## src/rtl/instr_encoder.sv

```systemverilog
// instr_encoder: assembles MIPS R/beq/addi/slti words from field bundles and writes them to sequential memory words.
// Define INSTR_ENC_BEQ_REL_EN to treat beq imm_i as an absolute target address and encode it PC-relative.
module instr_encoder #(
    parameter int ADDR_W    = 5,
    parameter int BASE_ADDR = 0
) (
    input  logic              clk_i,
    input  logic              rst_i,
    input  logic              clr_i,
    input  logic              valid_i,
    output logic              ready_o,
    input  logic [2:0]        kind_i,
    input  logic [4:0]        rs_i,
    input  logic [4:0]        rt_i,
    input  logic [4:0]        rd_i,
    input  logic [4:0]        shamt_i,
    input  logic [5:0]        funct_i,
    input  logic [15:0]       imm_i,
    output logic              mem_we_o,
    output logic [ADDR_W-1:0] mem_addr_o,
    output logic [31:0]       mem_data_o,
    output logic [ADDR_W:0]   count_o,
    output logic              full_o,
    output logic              err_o
);
    localparam logic [1:0] IDLE = 2'd0, ENC = 2'd1, WRITE = 2'd2;
    localparam logic [ADDR_W-1:0] BASE = ADDR_W'(BASE_ADDR);
    logic [1:0]        r_state;
    logic [2:0]        r_kind;
    logic [4:0]        r_rs, r_rt, r_rd, r_shamt;
    logic [5:0]        r_funct;
    logic [15:0]       r_imm;
    logic [ADDR_W-1:0] r_ptr, r_addr;
    logic [ADDR_W:0]   r_count;
    logic [31:0]       r_data;
    logic              r_err;
    logic              w_valid_kind;
    logic [5:0]        w_op;
    logic [15:0]       w_imm;
    logic [31:0]       w_word;
    always_comb begin
        w_valid_kind = r_kind >= 3'd1 && r_kind <= 3'd4;
        w_op = r_kind == 3'd1 ? 6'd4 : r_kind == 3'd3 ? 6'd8 : 6'd10;
`ifdef INSTR_ENC_BEQ_REL_EN
        w_imm = r_kind == 3'd1 ? r_imm - 16'(r_ptr) - 16'd1 : r_imm;
`else
        w_imm = r_imm;
`endif
        w_word = r_kind == 3'd2 ? {6'd0, r_rs, r_rt, r_rd, r_shamt, r_funct} : {w_op, r_rs, r_rt, w_imm};
    end
    // count never exceeds 2^ADDR_W, so its top bit alone marks full
    assign full_o     = r_count[ADDR_W];
    assign ready_o    = r_state == IDLE && !full_o;
    assign mem_we_o   = r_state == WRITE && !rst_i && !clr_i;
    assign mem_addr_o = r_addr;
    assign mem_data_o = r_data;
    assign count_o    = r_count;
    assign err_o      = r_err;
    always_ff @(posedge clk_i) begin
        if (rst_i) begin
            r_state <= IDLE;
            r_ptr   <= BASE;
            r_addr  <= BASE;
            r_count <= '0;
            r_data  <= '0;
            r_err   <= 1'b0;
        end else if (clr_i) begin
            r_state <= IDLE;
            r_ptr   <= BASE;
            r_count <= '0;
            r_err   <= 1'b0;
        end else if (r_state == IDLE) begin
            if (valid_i && ready_o) begin
                r_kind  <= kind_i;
                r_rs    <= rs_i;
                r_rt    <= rt_i;
                r_rd    <= rd_i;
                r_shamt <= shamt_i;
                r_funct <= funct_i;
                r_imm   <= imm_i;
                r_state <= ENC;
            end
        end else if (r_state == ENC) begin
            if (w_valid_kind) begin
                r_data  <= w_word;
                r_addr  <= r_ptr;
                r_state <= WRITE;
            end else begin
                r_err   <= 1'b1;
                r_state <= IDLE;
            end
        end else begin
            r_ptr   <= r_ptr + ADDR_W'(1);
            r_count <= r_count + (ADDR_W+1)'(1);
            r_state <= IDLE;
        end
    end
endmodule

```

## config.mk

```make
export PLATFORM = sky130hd
export DESIGN_NAME = instr_encoder
export DESIGN_NICKNAME = d
export VERILOG_FILES = /design/src/rtl/instr_encoder.sv
export SDC_FILE = /design/constraint.sdc
export NUM_CORES = 1
export LEC_CHECK = 0
export CAP_MARGIN = 20
export CELL_PAD_IN_SITES_DETAIL_PLACEMENT = 0
export CELL_PAD_IN_SITES_GLOBAL_PLACEMENT = 1
export CORE_MARGIN = 3
export CORE_UTILIZATION = 41
export CTS_CLUSTER_DIAMETER = 50
export DETAILED_ROUTE_END_ITERATION = 12
export HOLD_SLACK_MARGIN = 0.02
export MAX_ROUTING_LAYER = met4
export PLACE_DENSITY_LB_ADDON = 0.1
export SYNTH_ARGS = -nofsm -noshare
export SYNTH_HDL_FRONTEND = slang
export SYNTH_SLANG_ARGS = --single-unit
```

## constraint.sdc

```tcl
create_clock -name clk_i -period 3.46 [get_ports clk_i]
set_input_delay 0.692 -clock clk_i [delete_from_list [all_inputs] [get_ports clk_i]]
set_output_delay 0.692 -clock clk_i [all_outputs]
set_load 0.1 [all_outputs]
```

==> metrics.yaml <==
critical_path:
  crit_arrival_ps: 2140
  crit_fanout: 12
  required_ps: 2770
  worstSetupPathType: "in -> out"
  worstSetupEndpointType: "primary output"
  crit_path_start_kind: "input pin"
  cp_slowest_cell: "clkdlybuf4s50_1"
  worstSetupStartpoint: "clr_i"
  slowest_delay_ps: 510
  cp_num_buf_inv: 2
  critPathTopFamily: "simple AND/OR/NAND/NOR gates"
  r2r_end: "mem_data_o[0]"
  cp.depth: 4
  cp-endpoint: "mem_we_o"
  crit_path_cell_trace: "clkdlybuf4s50_1, or2_2, nor3b_2, buf_12"
  r2r-start: "r_kind[1]"
  r2r_cells: 4
  reg2reg_slack_ps: 1260
global_route:
  first_global_vias: 2366
  antenna_found_initial: 0
  grt_max_degree: 52
  grt.total_usage: 0.155
  grt_pass1_wl_um: 11800
  overflow: 0
drt:
  drc_errors: 0
  wl_per_cell_um: 15.6
  wl_um: 7310
  drt_first_pass_iters: 4
  via_per_inst: 5.00
  vias: 2352
  ant_nets: 0
  drtIter0Drc: 77
finish:
  layout.nets: 411
  finalInstanceArea_um2: 4810
  fillCellCount: 717
  final_core_util: 0.571
  regArea_um2: 2310
  n_antenna_cell: 0
  drive_gt1_frac: 0.151
  areaGrowthSynthToFinish_pct: 32.1
  multi_input_area_um2: 1220
placed_design:
  place_hpwl_um: 5010
  portBuffers: 92
  gp_congestion: 0.701
  placed_area_um2: 4640
  pre_cts_slack_ps: 611
cts:
  cts_setup_buffers: 0
  cts.htree.levels: 3
  cts_tree: "yes"
  clock_path_buffers: 2
  clk_latency_ps: 350
  clockRootBuffer: "clkbuf_8"
  postCtsHoldBufs: 0
  cts_inserted_buffers: 9
  cts_sinks: 93
  clk_pin_slew_ps: 80
  cts_resized: 0
timing:
  fin_crit_sh: 0.819
  hold_slack_ps: 477
  fin_crit_ps: 2840
  drv_slew: 0
  fin_worst_skew_ps: 12.8
  setup_ws_ps: 625
  hold_viol_final: 0
  grt_setup_unrepaired: "false"
  relSlewSlack: 0.331
  max_clock_freq_mhz: 353
  tightest_slew_ps: 1000
  final.setup.tns_ps: 0
  setup_viol: 0
worst_hold_path:
  hold_depth: 2
  min_path_type: "reg -> reg"
power_and_ir_drop:
  seq_power_share: 0.591
  p_leak_nw: 1.56
  internal-power_mw: 1.52
  swShare: 0.244
  pwr-share-comb: 0.097
  clkPwrFrac: 0.312
  p_per_area_nw_per_um2: 418
  ir_drop_uv: 237
  p_sw_uw: 490
synthesis:
  syn-cell-area_um2: 3640
  synth_seq_cells: 93
  synth-warning-count: 0
  ys_seq_area_frac: 0.636
  synth_cells: 270
  synth.top_cell.area_share: 0.372
  ys_top_cells_by_area: "edfxtp_1 (37%), dfxtp_1 (26%), mux2i_1 (9.1%)"
  synth_cell_types: 35
  syn_avg_cell_area_um2: 13.5
  yosys.area.top_type: "edfxtp_1"
die:
  start_util: 0.432
  die_w_um: 100
  fp.dieH_um: 100
  die_area_um2: 10000
  num_rows: 33
  io_pins: 96
  core_area_um2: 8420
run:
  maxCapViolCount: 0
status:
  status: "finished clean"
## flip-flops by register name, summed over array words and instances, names as in the netlist
signal and flops:
err_o 1, r_state 2, count_o 6, r_funct 6, mem_addr_o 5, r_rs 5, r_kind 3, r_imm 16
r_shamt 5, mem_data_o 29, r_ptr 5, r_rt 5, r_rd 5
## tightest hold or removal path: stages, from the launching register on
cell      delay, ps
dfxtp_1         320
nand2b_1         60
mux2i_1          50
## synthesized netlist by cell type
cell type / number
ha_1: 2
xor2_1: 6
o21ai_0: 5
nor2b_1: 1
o21ai_1: 1
or2_2: 1
conb_1: 1
dfxtp_1: 48
nand2b_1: 31
nand4_1: 4
a21oi_1: 3
nor4b_1: 1
mux2i_1: 33
buf_2: 3
o21a_1: 1
nand3_1: 1
buf_6: 4
a2111oi_0: 1
a31oi_1: 17
o2bb2ai_1: 1
or3b_2: 1
clkbuf_1: 10
nor3_1: 1
nand2_1: 3
buf_1: 1
nor2_1: 13
or3_1: 2
nor4bb_1: 1
nor3b_1: 2
and3_1: 3
edfxtp_1: 45
buf_4: 4
a211oi_2: 16
nor3b_2: 1
xnor2_1: 2
## per-stage QoR
step,total power [mW],cells
after floorplan,1.33,272
after global placement,1.41,454
after detailed placement,1.41,454
after CTS,2.03,470
after global routing,2.09,470
final,2.01,470
## worst min path at each step
stage | endpoint | startpoint | slack (ps)
global route | mem_addr_o[1] | mem_addr_o[1] | 500
global placement | mem_data_o[21] | mem_data_o[21] | 470
CTS | mem_addr_o[2] | mem_addr_o[2] | 480
detailed placement | mem_addr_o[1] | mem_addr_o[1] | 460
finish | mem_data_o[25] | mem_data_o[25] | 480
floorplan | mem_addr_o[4] | r_ptr[4] | 460
## cell usage in the layout (no fill, tap or decap), types with 2 or more instances in the layout
cell,n
buf_12,2
mux2i_1,33
a211oi_2,16
clkinv_2,2
xnor2_1,2
nor3b_2,3
and3_2,2
a31oi_1,17
clkdlybuf4s50_1,82
edfxtp_1,45
xor2_1,6
nand2_1,3
clkbuf_8,9
nand4_1,4
ha_1,2
or3_1,2
buf_4,14
nor2_1,13
conb_1,3
o21ai_0,5
nand2b_1,31
a21oi_1,3
dfxtp_1,48
## cell families (layout without fill, tap and decap cells)
group	after synthesis	in the layout	synth area share
flops	93	93	0.636
fa+ha+maj	2	2	0.00688
xor+xnor	8	8	0.0193
compound gates	45	45	0.104
other cells	1	3	0.00103
mux	33	33	0.0908
simple gates	66	66	0.107
buf+inv	22	115	0.0361
## power by group through the flow
| stage | clock (mW) | combinational, mW | sequential [mW] |
|---|---|---|---|
| after global routing | 0.697 | 0.207 | 1.19 |
| after floorplan | 0 | 0.0747 | 1.25 |
| after detailed placement | 0 | 0.196 | 1.21 |
| final | 0.627 | 0.195 | 1.19 |
| after global placement | 0 | 0.194 | 1.21 |
| after CTS | 0.647 | 0.197 | 1.19 |
## layer usage
layer | track usage | wire (µm) | share of wire | vias to the layer above
met1 | 0.193 | 3260 | 0.45 | 1113
met5 | - | 0 | 0 | -
li1 | - | - | - | 1164
met3 | 0.0389 | 393 | 0.054 | 11
met4 | 0.0622 | 116 | 0.016 | 0
met2 | 0.244 | 3540 | 0.48 | 64
## cell type report
class | instances | share of cell area
clock buffer | 10 | 0.0266
multi-input combinational | 157 | 0.255
clock inverter | 6 | 0.00807
timing repair buffer | 99 | 0.202
sequential | 93 | 0.481
tap | 105 | 0.0273
No activity file was read; power rests on OpenSTA's default activity.
